**config.mk**
```make
export PLATFORM = sky130hd
export DESIGN_NAME = sparse_kv_store
export DESIGN_NICKNAME = d
export VERILOG_FILES = /design/src/rtl/sparse_kv_store.sv
export SDC_FILE = /design/constraint.sdc
export NUM_CORES = 1
export LEC_CHECK = 0
export CAP_MARGIN = 10
export CELL_PAD_IN_SITES_DETAIL_PLACEMENT = 1
export CELL_PAD_IN_SITES_GLOBAL_PLACEMENT = 2
export CORE_AREA = 4 4 250 252
export DETAILED_ROUTE_END_ITERATION = 16
export DIE_AREA = 0 0 254 256
export PLACE_DENSITY = 0.56
export SETUP_SLACK_MARGIN = 0.4
export SYNTH_ARGS = -nofsm -noshare
export SYNTH_HDL_FRONTEND = slang
export SYNTH_SLANG_ARGS = --single-unit
```
**constraint.sdc**
```tcl
create_clock -name clk -period 5.6 [get_ports clk]
set_clock_uncertainty 0.05 [all_clocks]
set_input_delay 0.84 -clock clk [delete_from_list [all_inputs] [get_ports clk]]
set_output_delay 0.84 -clock clk [all_outputs]
set_load 0.1 [all_outputs]
```
**src/rtl/sparse_kv_store.sv**
```systemverilog
// Sparse (index, value) store with a multi-cycle LANES-wide search FSM and valid/ready handshakes.
// Optional hit/miss statistics counters are enabled with `define SPARSE_STATS_EN.
module sparse_kv_store #(
  parameter int MAX_VALUES  = 16,
  parameter int DATA_WIDTH  = 8,
  parameter int INDEX_WIDTH = 8,
  parameter int LANES       = 4
) (
  input  logic                          clk,
  input  logic                          rst,
  input  logic                          cmd_valid,
  output logic                          cmd_ready,
  input  logic [1:0]                    cmd_op,
  input  logic [INDEX_WIDTH-1:0]        cmd_idx,
  input  logic [DATA_WIDTH-1:0]         cmd_val,
  output logic                          rsp_valid,
  input  logic                          rsp_ready,
  output logic [DATA_WIDTH-1:0]         rsp_data,
  output logic                          rsp_hit,
  output logic                          rsp_err,
  output logic [$clog2(MAX_VALUES):0]   num_stored,
  output logic                          full,
  output logic                          empty
`ifdef SPARSE_STATS_EN
  ,
  output logic [15:0]                   stat_hits,
  output logic [15:0]                   stat_misses
`endif
);

  localparam int SLOT_W  = $clog2(MAX_VALUES);
  localparam int CW      = SLOT_W + 1;
  localparam int CHUNKS  = MAX_VALUES / LANES;
  localparam int CHUNK_W = (CHUNKS > 1) ? $clog2(CHUNKS) : 1;

  typedef enum logic [1:0] {IDLE, SEARCH, UPDATE, RESP} state_t;
  typedef enum logic [1:0] {OP_READ = 2'b00, OP_WRITE = 2'b01, OP_CLEAR = 2'b10} op_t;

  state_t                 state;
  op_t                    op_q;
  logic [INDEX_WIDTH-1:0] idx_q;
  logic [DATA_WIDTH-1:0]  val_q;
  logic [CHUNK_W-1:0]     chunk;
  logic                   hit_q;
  logic [SLOT_W-1:0]      slot_q;
  logic [DATA_WIDTH-1:0]  old_q;

  logic [INDEX_WIDTH-1:0] idx_mem [MAX_VALUES];
  logic [DATA_WIDTH-1:0]  val_mem [MAX_VALUES];

  logic                   found;
  logic [SLOT_W-1:0]      found_slot;
  logic [SLOT_W-1:0]      slot_c;
  logic                   last_chunk;

  // NOTE: every variable driven in always_comb gets a default first, otherwise a latch is inferred.
  always_comb begin
    found      = 1'b0;
    found_slot = '0;
    slot_c     = '0;
    // Walk lanes high to low so the lowest matching slot is the one left standing.
    for (int j = LANES - 1; j >= 0; j--) begin
      slot_c = SLOT_W'(int'(chunk) * LANES + j);
      if (({1'b0, slot_c} < num_stored) && (idx_mem[slot_c] == idx_q)) begin
        found      = 1'b1;
        found_slot = slot_c;
      end
    end
    last_chunk = ((int'(chunk) + 1) * LANES) >= int'(num_stored);
  end

  logic                   mem_we;
  logic [SLOT_W-1:0]      mem_addr;
  logic [SLOT_W-1:0]      last_slot;
  logic [INDEX_WIDTH-1:0] mem_idx;
  logic [DATA_WIDTH-1:0]  mem_val;
  logic [CW-1:0]          num_next;
  logic                   err_next;

  always_comb begin
    mem_we    = 1'b0;
    mem_addr  = slot_q;
    mem_idx   = idx_q;
    mem_val   = val_q;
    num_next  = num_stored;
    err_next  = 1'b0;
    last_slot = SLOT_W'(num_stored - 1'b1);
    if (state == UPDATE) begin
      case (op_q)
        OP_WRITE: begin
          if (hit_q) begin
            mem_we = 1'b1;
            if (val_q == '0) begin
              // Delete: the last live entry fills the hole (a self-copy when the hole is last).
              mem_idx  = idx_mem[last_slot];
              mem_val  = val_mem[last_slot];
              num_next = num_stored - 1'b1;
            end
          end else if (val_q != '0) begin
            if (full) begin
              err_next = 1'b1;
            end else begin
              mem_we   = 1'b1;
              mem_addr = SLOT_W'(num_stored);
              num_next = num_stored + 1'b1;
            end
          end
        end
        OP_CLEAR: num_next = '0;
        default:  ;
      endcase
    end
  end

  // NOTE: slot storage has no reset; num_stored alone decides which slots are live.
  always_ff @(posedge clk) begin
    if (mem_we) begin
      idx_mem[mem_addr] <= mem_idx;
      val_mem[mem_addr] <= mem_val;
    end
  end

  always_ff @(posedge clk or posedge rst) begin
    if (rst) begin
      state      <= IDLE;
      op_q       <= OP_READ;
      idx_q      <= '0;
      val_q      <= '0;
      chunk      <= '0;
      hit_q      <= 1'b0;
      slot_q     <= '0;
      old_q      <= '0;
      num_stored <= '0;
      rsp_valid  <= 1'b0;
      rsp_data   <= '0;
      rsp_hit    <= 1'b0;
      rsp_err    <= 1'b0;
    end else begin
      case (state)
        IDLE: if (cmd_valid) begin
          op_q  <= (cmd_op == 2'b01) ? OP_WRITE : (cmd_op == 2'b10) ? OP_CLEAR : OP_READ;
          idx_q <= cmd_idx;
          val_q <= cmd_val;
          chunk <= '0;
          hit_q <= 1'b0;
          state <= (cmd_op == 2'b10) ? UPDATE : SEARCH;
        end
        SEARCH: begin
          if (found) begin
            hit_q  <= 1'b1;
            slot_q <= found_slot;
            old_q  <= val_mem[found_slot];
            state  <= UPDATE;
          end else if (last_chunk) begin
            state <= UPDATE;
          end else begin
            chunk <= chunk + 1'b1;
          end
        end
        UPDATE: begin
          num_stored <= num_next;
          rsp_valid  <= 1'b1;
          rsp_hit    <= hit_q;
          rsp_data   <= hit_q ? old_q : '0;
          rsp_err    <= err_next;
          state      <= RESP;
        end
        RESP: if (rsp_ready) begin
          rsp_valid <= 1'b0;
          state     <= IDLE;
        end
        default: state <= IDLE;
      endcase
    end
  end

`ifdef SPARSE_STATS_EN
  always_ff @(posedge clk or posedge rst) begin
    if (rst) begin
      stat_hits   <= '0;
      stat_misses <= '0;
    end else if (state == UPDATE) begin
      if (op_q == OP_CLEAR) begin
        stat_hits   <= '0;
        stat_misses <= '0;
      end else if (hit_q) begin
        if (stat_hits != 16'hffff) stat_hits <= stat_hits + 16'd1;
      end else begin
        if (stat_misses != 16'hffff) stat_misses <= stat_misses + 16'd1;
      end
    end
  end
`endif

  assign cmd_ready = (state == IDLE);
  assign full      = (num_stored == CW'(MAX_VALUES));
  assign empty     = (num_stored == '0);

endmodule

```
==> results of run 1 <==
worst min-delay path by stage:
stage / end / slack (ps)
floorplan: old_q[1] / 410
global route: old_q[1] / 490
global placement: old_q[1] / 440
detailed placement: old_q[1] / 440
finish: old_q[1] / 460
CTS: old_q[1] / 460
worst min-delay path: cells and delay by family (launching register included):
family             cells  cell delay (ps)
DFF                    1              350
and+or+nand+nor        1               60
AOI/OAI and AO/OA      1               60
metal layers:
metal	part of all wire	routed length, um	track usage
met1	0.45	21300	0.200
met2	0.48	22800	0.236
met3	0.044	2070	0.0225
met4	0.019	893	0.0375
met5	0	0	0
stage by stage:
step | worst slack (ps) | util
after floorplan | 410 | -
after global placement | 1270 | 0.272
after detailed placement | 1190 | 0.272
after CTS | 1160 | 0.292
after global routing | 827 | 0.292
final | 1130 | 0.292
synth_stat cells (3+ instances only):
| library cell | count |
|---|---|
| sky130_fd_sc_hd__edfxtp_1 | 256 |
| sky130_fd_sc_hd__mux2i_1 | 98 |
| sky130_fd_sc_hd__mux4_2 | 96 |
| sky130_fd_sc_hd__nand2_1 | 71 |
| sky130_fd_sc_hd__dfrtp_1 | 51 |
| sky130_fd_sc_hd__clkbuf_1 | 36 |
| sky130_fd_sc_hd__nor2_1 | 32 |
| sky130_fd_sc_hd__o21ai_0 | 28 |
| sky130_fd_sc_hd__xnor2_1 | 27 |
| sky130_fd_sc_hd__mux2_2 | 26 |
| sky130_fd_sc_hd__inv_1 | 25 |
| sky130_fd_sc_hd__a21oi_1 | 21 |
| sky130_fd_sc_hd__a22oi_1 | 17 |
| sky130_fd_sc_hd__nand3_1 | 16 |
| sky130_fd_sc_hd__xor2_1 | 16 |
| sky130_fd_sc_hd__ha_1 | 14 |
| sky130_fd_sc_hd__nor3_1 | 11 |
| sky130_fd_sc_hd__a31o_2 | 9 |
| sky130_fd_sc_hd__buf_1 | 9 |
| sky130_fd_sc_hd__nand4_1 | 9 |
| sky130_fd_sc_hd__a31oi_1 | 7 |
| sky130_fd_sc_hd__a32oi_1 | 7 |
| sky130_fd_sc_hd__buf_2 | 6 |
| sky130_fd_sc_hd__nand2b_1 | 5 |
| sky130_fd_sc_hd__a22o_1 | 4 |
| sky130_fd_sc_hd__buf_4 | 4 |
| sky130_fd_sc_hd__buf_6 | 4 |
| sky130_fd_sc_hd__nor4_1 | 4 |
| sky130_fd_sc_hd__o22ai_1 | 4 |
| sky130_fd_sc_hd__and3_1 | 3 |
| sky130_fd_sc_hd__o21ai_1 | 3 |
power breakdown:
part	switching, mW	total (mW)	internal [mW]
combinational	1.80	3.15	1.35
sequential	0.321	3.23	2.91
clock	0.963	2.35	1.38
total	3.08	8.73	5.65
layout make-up:
type	instances	share of cell area
well taps	782	0.0557
clock buffers	48	0.0581
clock inverters	20	0.00898
flip-flops and latches	307	0.511
diodes	1	0.000143
repair buffers	74	0.0395
multi-input cells	557	0.321
inverters	26	0.00556
flip-flops by register name (all words and copies together), names as in the netlist:
| signal | cells |
|---|---|
| op_q | 2 |
| state | 2 |
| rsp_valid | 1 |
| slot_q | 4 |
| hit_q | 1 |
| rsp_err | 1 |
| rsp_hit | 1 |
| num_stored | 5 |
| idx_q | 8 |
| val_mem | 128 |
| idx_mem | 128 |
| val_q | 8 |
| chunk | 2 |
| rsp_data | 8 |
| old_q | 8 |
cells by family after synthesis:
family | after synthesis | synth area share
buf+inv | 87 | 0.0276
simple gates | 166 | 0.0523
fa+ha+maj | 14 | 0.0118
mux | 220 | 0.231
compound gates | 114 | 0.0503
xor+xnor | 43 | 0.0253
flops | 307 | 0.602
==> impl_summary.log, run 1 <==
INFO  metric cp_num_buf_inv = 2
INFO  metric cts_tree = built
INFO  metric clockBufferDepth = 3
INFO  metric worst_r2r_startpoint = chunk[0]
INFO  metric endpoint_kind = register
INFO  metric finish.instance_area = 17,600 sq um
INFO  metric syn_nets = 987
INFO  metric antenna_violating_nets_post_route = 0
INFO  metric design.core.area = 60,100 sq um
INFO  metric die_w = 254 um
INFO  metric hold-worst-slack = 462 ps
INFO  metric min-delay-path-class = reg -> reg
INFO  metric static-leakage-power = 5.62 nW
INFO  metric cp_top_family = simple AND/OR/NAND/NOR gates
INFO  metric dr.pass1.iters = 6
INFO  metric timing_max_transition_violations_final = 0
INFO  metric worst-r2r-setup-slack = 1130 ps
INFO  metric cp_slowest_cell = sky130_fd_sc_hd__nor2_1
INFO  metric cpPeakStageDelay = 790 ps
INFO  metric placed_cells = 1,746
INFO  metric gp_congestion = 0.750
INFO  metric post_route_cells_drive_above_1_share = 0.242
INFO  metric crit_path_end = old_q[6]
INFO  metric setup-violations-final = 0
INFO  metric ir_worst_vdd = 0.000317 V
INFO  metric cts_root_buffer = sky130_fd_sc_hd__clkbuf_16
INFO  metric first_pass_grt_wire_length = 68,500 um
INFO  metric final-hold-violation-count = 0
INFO  metric final_cell_mix = 256 x sky130_fd_sc_hd__edfxtp_1, 98 x sky130_fd_sc_hd__mux2i_1, 96 x sky130_fd_sc_hd__mux4_2
INFO  metric worst_r2r_path_depth = 13
INFO  metric synth_top_cells_by_area = sky130_fd_sc_hd__edfxtp_1 52%, sky130_fd_sc_hd__mux4_2 15%, sky130_fd_sc_hd__dfrtp_1 8.6%, sky130_fd_sc_hd__mux2i_1 6.6%, sky130_fd_sc_hd__mux2_2 2.0%
INFO  metric synth_largest_type_area_fraction = 0.516
INFO  metric path_length_in_cells_of_the_critical_path = 13
INFO  metric synth_top_cell_by_area = sky130_fd_sc_hd__edfxtp_1
INFO  metric final_cell_count_no_fill = 1,815
INFO  metric dominantRegCellSynth = sky130_fd_sc_hd__edfxtp_1
INFO  metric place_area = 16,400 sq um
INFO  metric max-cap-violations = 0
INFO  metric wire_per_inst = 26.0 um
INFO  metric starting_density_of_the_core = 0.248
INFO  metric clkSinkCount = 307
INFO  metric postSynth.asyncResetShare = 0.166
INFO  metric grt_setup_unrepaired = false
INFO  metric drt-vias-per-instance = 4.90
INFO  metric cellPowerDensity = 497 nW/um^2
INFO  metric yosysSeqAreaShare = 0.602
INFO  metric io_pins = 41
INFO  metric cts_repair_resize_count = 0
INFO  metric dieArea = 65,000 sq um
INFO  metric hold_path_depth = 2
INFO  metric yosys_warnings = 0
INFO  metric area_growth = 17.9%
INFO  metric finalSetupTns = 0 ps
INFO  metric layout.cells.most_common = sky130_fd_sc_hd__edfxtp_1
INFO  metric seqCellArea = 8970 sq um
INFO  metric final.fill_count = 6,329
INFO  metric num_rows = 90
INFO  metric final_nets = 1,039
INFO  metric ys_seq_elements = 307
INFO  metric r2r_endpoint = old_q[6]
INFO  metric synth.distinct_cells = 56
INFO  metric post_cts_hold_buffer_count = 0
INFO  metric clock.fmax = 0.224 GHz
INFO  metric totalWireLength = 47,100 um
INFO  metric port_buffers = 40
INFO  metric die_y = 256 um
INFO  metric mapped_area = 14,900 sq um
INFO  metric grt_overflow = 0
INFO  metric timing.critical_path.arrival = 4840 ps
INFO  metric first_global_vias = 9,367
INFO  metric crit_chain = buf_12, clkinv_1, ha_1, nor2_1, o21ai_0, a21oi_1, a311o_1, nor4_1, a21oi_1, nor2_1, a22oi_1, and3_1, a221o_1
INFO  metric dp_hpwl = 28,900 um
INFO  metric grt_max_degree = 66
INFO  metric fin_crit_sh = 0.798
INFO  metric syn-mean-instance-area = 15.7 sq um
INFO  metric timing.hold.worst.start = old_q[1]
INFO  metric worst_slew_pin_slew = 1100 ps
INFO  metric cts_setup_buffers = 0
INFO  metric period_needed = 4470 ps
INFO  metric crit_path_start_kind = register
INFO  metric route.detailed.drc = 0
INFO  metric worstPathRequired = 5970 ps
INFO  metric cts_made_buffers = 37
INFO  metric cts_max_level = 2
INFO  metric multi_input_area = 5630 sq um
INFO  metric status = completed
INFO  metric critPathKind = reg -> reg
INFO  metric grt_antenna_before_repair = 0
INFO  metric synthCells = 951
INFO  metric worstSetupStartpoint = chunk[0]
INFO  metric path_max_fanout = 37
INFO  metric detailedRoute.firstIterationViolations = 608
INFO  metric synth_edf_count = 256
INFO  metric vias = 8,889
INFO  metric worst_setup_hold_path_clk_slew = 60 ps
INFO  metric fin_total_pwr = 8.73 mW
INFO  metric clk-insertion-delay-late = 550 ps
INFO  metric worst_slew_margin_rel = 0.265
INFO  metric grtUsageTotal = 0.144
Note: power is estimated with default switching activity, not from simulation.
==> run 2, diff against run 1 <==
Clock period 5.6 ns to 4.6 ns, I/O delays scaled along.
==> impl_summary.log, run 2 (synthesized netlist as in run 1, its figures left out) <==
INFO  metric cts_max_level = 2
INFO  metric antenna_cells = 0
INFO  metric dp_slack = 546 ps
INFO  metric ir_worst_vdd = 0.000234 V
INFO  metric num_rows = 90
INFO  metric cts_root_buffer = sky130_fd_sc_hd__clkbuf_16
INFO  metric grt_overflow = 0
INFO  metric timing_max_transition_violations_final = 0
INFO  metric max-cap-violations = 0
INFO  metric cts_made_buffers = 37
INFO  metric clk-insertion-delay-late = 540 ps
INFO  metric grt_max_degree = 32
INFO  metric worst_slew_pin_slew = 1120 ps
INFO  metric layout.cells.most_common = sky130_fd_sc_hd__edfxtp_1
INFO  metric finalSetupTns = 0 ps
INFO  metric endpoint_kind = register
INFO  metric area_growth = 19.6%
INFO  metric worstPathRequired = 4950 ps
INFO  metric clockBufferDepth = 3
INFO  metric post_route_cells_drive_above_1_share = 0.251
INFO  metric final_nets = 1,054
INFO  metric fin_crit_sh = 0.856
INFO  metric post_cts_hold_buffer_count = 0
INFO  metric grt_setup_unrepaired = false
INFO  metric starting_density_of_the_core = 0.248
INFO  metric dieArea = 65,000 sq um
INFO  metric setup-violations-final = 0
INFO  metric detailedRoute.firstIterationViolations = 583
INFO  metric clock.fmax = 0.254 GHz
INFO  metric setup_ws = 663 ps
INFO  metric io_pins = 41
INFO  metric drt-vias-per-instance = 4.87
INFO  metric timing.critical_path.arrival = 4290 ps
INFO  metric port_buffers = 40
INFO  metric critPathKind = reg -> reg
INFO  metric final_cell_mix = 256 x sky130_fd_sc_hd__edfxtp_1, 98 x sky130_fd_sc_hd__mux2i_1, 96 x sky130_fd_sc_hd__mux4_2
INFO  metric static-leakage-power = 5.69 nW
INFO  metric path_max_fanout = 16
INFO  metric min-delay-path-class = reg -> reg
INFO  metric dp_hpwl = 30,500 um
INFO  metric wire_per_inst = 26.0 um
INFO  metric antenna_violating_nets_post_route = 0
INFO  metric clkSinkCount = 307
INFO  metric worst_setup_hold_path_clk_slew = 60 ps
INFO  metric dr.pass1.iters = 6
INFO  metric route.detailed.drc = 0
INFO  metric status = completed
INFO  metric cellPowerDensity = 601 nW/um^2
INFO  metric grtUsageTotal = 0.146
INFO  metric die_w = 254 um
INFO  metric first_pass_grt_wire_length = 69,300 um
INFO  metric die_y = 256 um
INFO  metric grt_antenna_before_repair = 0
INFO  metric fin_total_pwr = 10.7 mW
INFO  metric design.core.area = 60,100 sq um
INFO  metric first_global_vias = 9,535
INFO  metric vias = 8,910
INFO  metric biggestRegsByFlops = idx_mem x128, val_mem x128
INFO  metric cts_tree = built
INFO  metric crit_path_start_kind = register
INFO  metric worst_slew_margin_rel = 0.254
INFO  metric cts_repair_resize_count = 0
INFO  metric cts_setup_buffers = 0
INFO  metric period_needed = 3940 ps
INFO  metric final-hold-violation-count = 0
INFO  metric totalWireLength = 47,600 um
INFO  metric gp_congestion = 0.770
[run 2: changes by cell type in the layout (fill, tap and decap cells not counted), sizes merged]
cell,change
buf,+15
inv,-1
clkinvlp,+1
diode,-1
[run 2: worst paths after layout]
path,start,endpoint,slack (ps),cells after the start
max,chunk[0],old_q[6],660,13
min,rsp_data[2],rsp_data[2],470,2
min reg2reg,rsp_data[2],rsp_data[2],470,2
max reg2reg,chunk[0],old_q[6],660,13
max in group asynchronous,rst,old_q[2],3000,3
min in group asynchronous,rst,op_q[1],560,2
[run 2: cell type report]
class | count | area (sq um)
fillers | 6334 | 42300
inverters | 26 | 97.6
repair buffers | 89 | 868
flip-flops and latches | 307 | 8970
multi-input cells | 557 | 5730
well taps | 782 | 978
clock inverters | 20 | 153
clock buffers | 48 | 1020
[run 2: per-layer routing]
metal / track usage / part of all wire / vias up
met3: 0.0216 / 0.043 / 65
met5: 0 / 0 / -
met2: 0.239 / 0.48 / 218
li1: - / - / 3896
met1: 0.200 / 0.45 / 4731
met4: 0.0428 / 0.029 / 0
[run 2: metrics by stage]
| stage | cells | utilization | area, sq um | hold WS, ps |
|---|---|---|---|---|
| 2_1_floorplan | 951 | - | 15000 | 407 |
| 3_3_place_gp | 1761 | 0.277 | 16600 | 455 |
| 3_5_place_dp | 1761 | 0.277 | 16600 | 470 |
| 4_1_cts | 1829 | 0.296 | 17800 | 478 |
| 5_1_grt | 1829 | 0.296 | 17800 | 495 |
| 6_report | 1829 | 0.296 | 17800 | 473 |
[run 2: worst max-delay path, stage by stage, from the launching register on]
cell and delay (ps):
sky130_fd_sc_hd__dfrtp_4 600, sky130_fd_sc_hd__buf_4 250, sky130_fd_sc_hd__buf_4 140, sky130_fd_sc_hd__mux4_2 520
sky130_fd_sc_hd__xnor2_1 150, sky130_fd_sc_hd__nand2_1 120, sky130_fd_sc_hd__nor4_1 490, sky130_fd_sc_hd__nand2_1 210
sky130_fd_sc_hd__a21boi_1 230, sky130_fd_sc_hd__nor3_2 280, sky130_fd_sc_hd__buf_4 230, sky130_fd_sc_hd__a22oi_1 90
sky130_fd_sc_hd__and3_1 190, sky130_fd_sc_hd__a221o_1 250
[run 2: power by group]
group | total (mW) | internal [mW] | switching (mW) | leakage [nW]
Combinational | 3.95 | 1.70 | 2.25 | 2.17
Clock | 2.84 | 1.68 | 1.16 | 0.562
Sequential | 3.92 | 3.55 | 0.374 | 2.96
==> run 3, diff against run 2 <==
Settings changed: ABC_AREA set to 1, CORE_AREA 4 4 250 252 to 4 4 258 260, DIE_AREA 0 0 254 256 to 0 0 262 264, PLACE_DENSITY 0.56 to 0.63.
==> impl_summary.log, run 3 <==
INFO  metric status = completed
INFO  metric cp_num_buf_inv = 4
INFO  metric grt_setup_unrepaired = false
INFO  metric cellPowerDensity = 691 nW/um^2
INFO  metric synth.distinct_cells = 38
INFO  metric cts_made_buffers = 38
INFO  metric dp_slack = 743 ps
INFO  metric min-delay-path-class = reg -> reg
INFO  metric cts_tree = built
INFO  metric clockBufferDepth = 3
INFO  metric starting_density_of_the_core = 0.248
INFO  metric r2r_endpoint = old_q[1]
INFO  metric clk-insertion-delay-late = 560 ps
INFO  metric clkSinkCount = 307
INFO  metric cpMostUsedCell = sky130_fd_sc_hd__nand2_1
INFO  metric syn-mean-instance-area = 8.92 sq um
INFO  metric hold_path_depth = 2
INFO  metric grt_overflow = 0
INFO  metric worst-r2r-setup-slack = 840 ps
INFO  metric grtUsageTotal = 0.177
INFO  metric gp_congestion = 0.775
INFO  metric crit_chain = buf_4, ha_1, inv_1, o21ai_0, nand2_1, nand2_1, o21ai_0, nand3_1, nor2_1, nand2_2, buf_6, buf_4, nand3_1, nand2_1, nand2_1, nand3_1, nand3_1, nand2_1, nand2_1, nand2_1
INFO  metric design.core.area = 64,100 sq um
INFO  metric setup-violations-final = 0
INFO  metric cp_top_family = buffers and inverters
INFO  metric synth_top_cell_by_area = sky130_fd_sc_hd__edfxtp_1
INFO  metric route.detailed.drc = 0
INFO  metric cpPeakStageDelay = 640 ps
INFO  metric period_needed = 3760 ps
INFO  metric dp_hpwl = 37,100 um
INFO  metric postSynth.asyncResetShare = 0.166
INFO  metric cts_setup_buffers = 0
INFO  metric ys_seq_elements = 307
INFO  metric final_nets = 1,852
INFO  metric timing_max_transition_violations_final = 0
INFO  metric synth.most_common_cell = sky130_fd_sc_hd__nand2_1
INFO  metric timing.hold.worst.start = rsp_hit
INFO  metric port_buffers = 40
INFO  metric first_pass_grt_wire_length = 91,500 um
INFO  metric wire_per_inst = 22.9 um
INFO  metric cts_max_level = 2
INFO  metric hold-path-endpoint = rsp_hit
INFO  metric io_pins = 41
INFO  metric antenna_cells = 0
INFO  metric grt_antenna_before_repair = 0
INFO  metric clock.fmax = 0.266 GHz
INFO  metric drt-vias-per-instance = 4.95
INFO  metric critPathKind = reg -> reg
INFO  metric post_route_cells_drive_above_1_share = 0.0862
INFO  metric worstPathRequired = 5040 ps
INFO  metric totalWireLength = 61,900 um
INFO  metric max-cap-violations = 0
INFO  metric antenna_violating_nets_post_route = 0
INFO  metric mapped_area = 15,900 sq um
INFO  metric finalSetupTns = 0 ps
INFO  metric worst_setup_hold_path_clk_slew = 60 ps
INFO  metric yosysSeqAreaShare = 0.563
INFO  metric dominantRegCellSynth = sky130_fd_sc_hd__edfxtp_1
INFO  metric cp_slowest_cell = sky130_fd_sc_hd__buf_4
INFO  metric fin_crit_sh = 0.816
INFO  metric static-leakage-power = 7.36 nW
INFO  metric timing.critical_path.arrival = 4190 ps
INFO  metric synth_edf_count = 256
INFO  metric first_global_vias = 14,017
INFO  metric final_cell_mix = 420 x sky130_fd_sc_hd__nand2_1, 256 x sky130_fd_sc_hd__edfxtp_1, 250 x sky130_fd_sc_hd__nand3_1
INFO  metric detailedRoute.firstIterationViolations = 950
INFO  metric num_rows = 93
INFO  metric area_growth = 17.3%
INFO  metric worst_r2r_startpoint = chunk[0]
INFO  metric worst_r2r_path_depth = 20
INFO  metric die_y = 264 um
INFO  metric final-hold-violation-count = 0
INFO  metric worst_slew_margin_rel = 0.272
INFO  metric yosys_warnings = 0
INFO  metric path_max_fanout = 69
INFO  metric vias = 13,356
INFO  metric synth_common_cells = 423 x sky130_fd_sc_hd__nand2_1, 256 x sky130_fd_sc_hd__edfxtp_1, 250 x sky130_fd_sc_hd__nand3_1
INFO  metric synthCells = 1,785
INFO  metric endpoint_kind = register
INFO  metric crit_path_start_kind = register
INFO  metric grt_max_degree = 135
INFO  metric setup_ws = 845 ps
INFO  metric worst_slew_pin_slew = 1090 ps
INFO  metric dr.pass1.iters = 5
INFO  metric hold-worst-slack = 424 ps
INFO  metric layout.cells.most_common = sky130_fd_sc_hd__nand2_1
INFO  metric post_cts_hold_buffer_count = 0
INFO  metric dieArea = 69,200 sq um
INFO  metric cts_repair_resize_count = 0
INFO  metric synth_largest_type_area_fraction = 0.483
INFO  metric cts_root_buffer = sky130_fd_sc_hd__clkbuf_16
INFO  metric ir_worst_vdd = 0.000409 V
INFO  metric synth_top_cells_by_area = sky130_fd_sc_hd__edfxtp_1 48%, sky130_fd_sc_hd__nand2_1 10%, sky130_fd_sc_hd__dfrtp_1 8.0%, sky130_fd_sc_hd__nand3_1 7.9%, sky130_fd_sc_hd__o21ai_0 6.2%
INFO  metric die_w = 262 um
INFO  metric syn_nets = 1,821
INFO  metric biggestRegsByFlops = idx_mem x128, val_mem x128
-- run 3: where the power goes --
group          switching (mW)  total [mW]  internal (mW)
clock                    1.25        2.95           1.71
sequential              0.228        3.77           3.55
combinational            4.47        6.17           1.70
total                    5.95        12.9           6.95
-- run 3: worst min-delay path: stages (launching register included) --
cell and delay, ps:
sky130_fd_sc_hd__dfrtp_1 340, sky130_fd_sc_hd__nand2_1 50, sky130_fd_sc_hd__nand2_1 50
-- run 3: area by class of cell --
type | instances | area [sq um]
clock buffer | 49 | 1030
clock inverter | 20 | 173
fill | 7387 | 45400
inverter | 163 | 616
multi-input combinational | 1205 | 5850
sequential | 307 | 8970
tap | 855 | 1070
timing repair buffer | 101 | 961
-- run 3: cell families (layout without fill, tap and decap cells) --
| group | after synthesis | in the layout | synth area share |
|---|---|---|---|
| adder cells (fa/ha/maj) | 14 | 14 | 0.0110 |
| AND/OR/NAND/NOR | 835 | 835 | 0.222 |
| flip-flops | 307 | 307 | 0.563 |
| AO/OA/AOI/OAI | 343 | 343 | 0.123 |
| buffers and inverters | 273 | 333 | 0.0746 |
| XOR/XNOR | 13 | 13 | 0.00715 |
-- run 3: worst max-delay path by stage --
| stage | to | slack [ps] | cells past startpoint | startpoint |
|---|---|---|---|---|
| global placement | old_q[2] | 760 | 19 | num_stored[2] |
| detailed placement | old_q[1] | 740 | 21 | chunk[0] |
| floorplan | idx_mem[0][0] | 250 | 14 | num_stored[0] |
| finish | old_q[1] | 840 | 20 | chunk[0] |
| CTS | old_q[1] | 720 | 20 | num_stored[2] |
| global route | old_q[1] | 440 | 19 | num_stored[2] |
-- run 3: through the flow --
step / power, mW / cell area (sq um) / utilization / std cells
2_1_floorplan: 7.78 / 16000 / - / 1785
3_3_place_gp: 9.96 / 17500 / 0.272 / 2630
3_5_place_dp: 10.0 / 17500 / 0.272 / 2630
4_1_cts: 13.0 / 18700 / 0.291 / 2699
5_1_grt: 13.8 / 18700 / 0.291 / 2700
6_report: 12.9 / 18700 / 0.291 / 2700
-- run 3: metal layers --
layer	global-route usage	wire length, um	up-vias	part of all wire
li1	-	-	6178	-
met4	0.0522	1810	0	0.029
met2	0.293	28800	311	0.47
met5	0	0	-	0
met1	0.241	28600	6773	0.46
met3	0.0251	2640	94	0.043
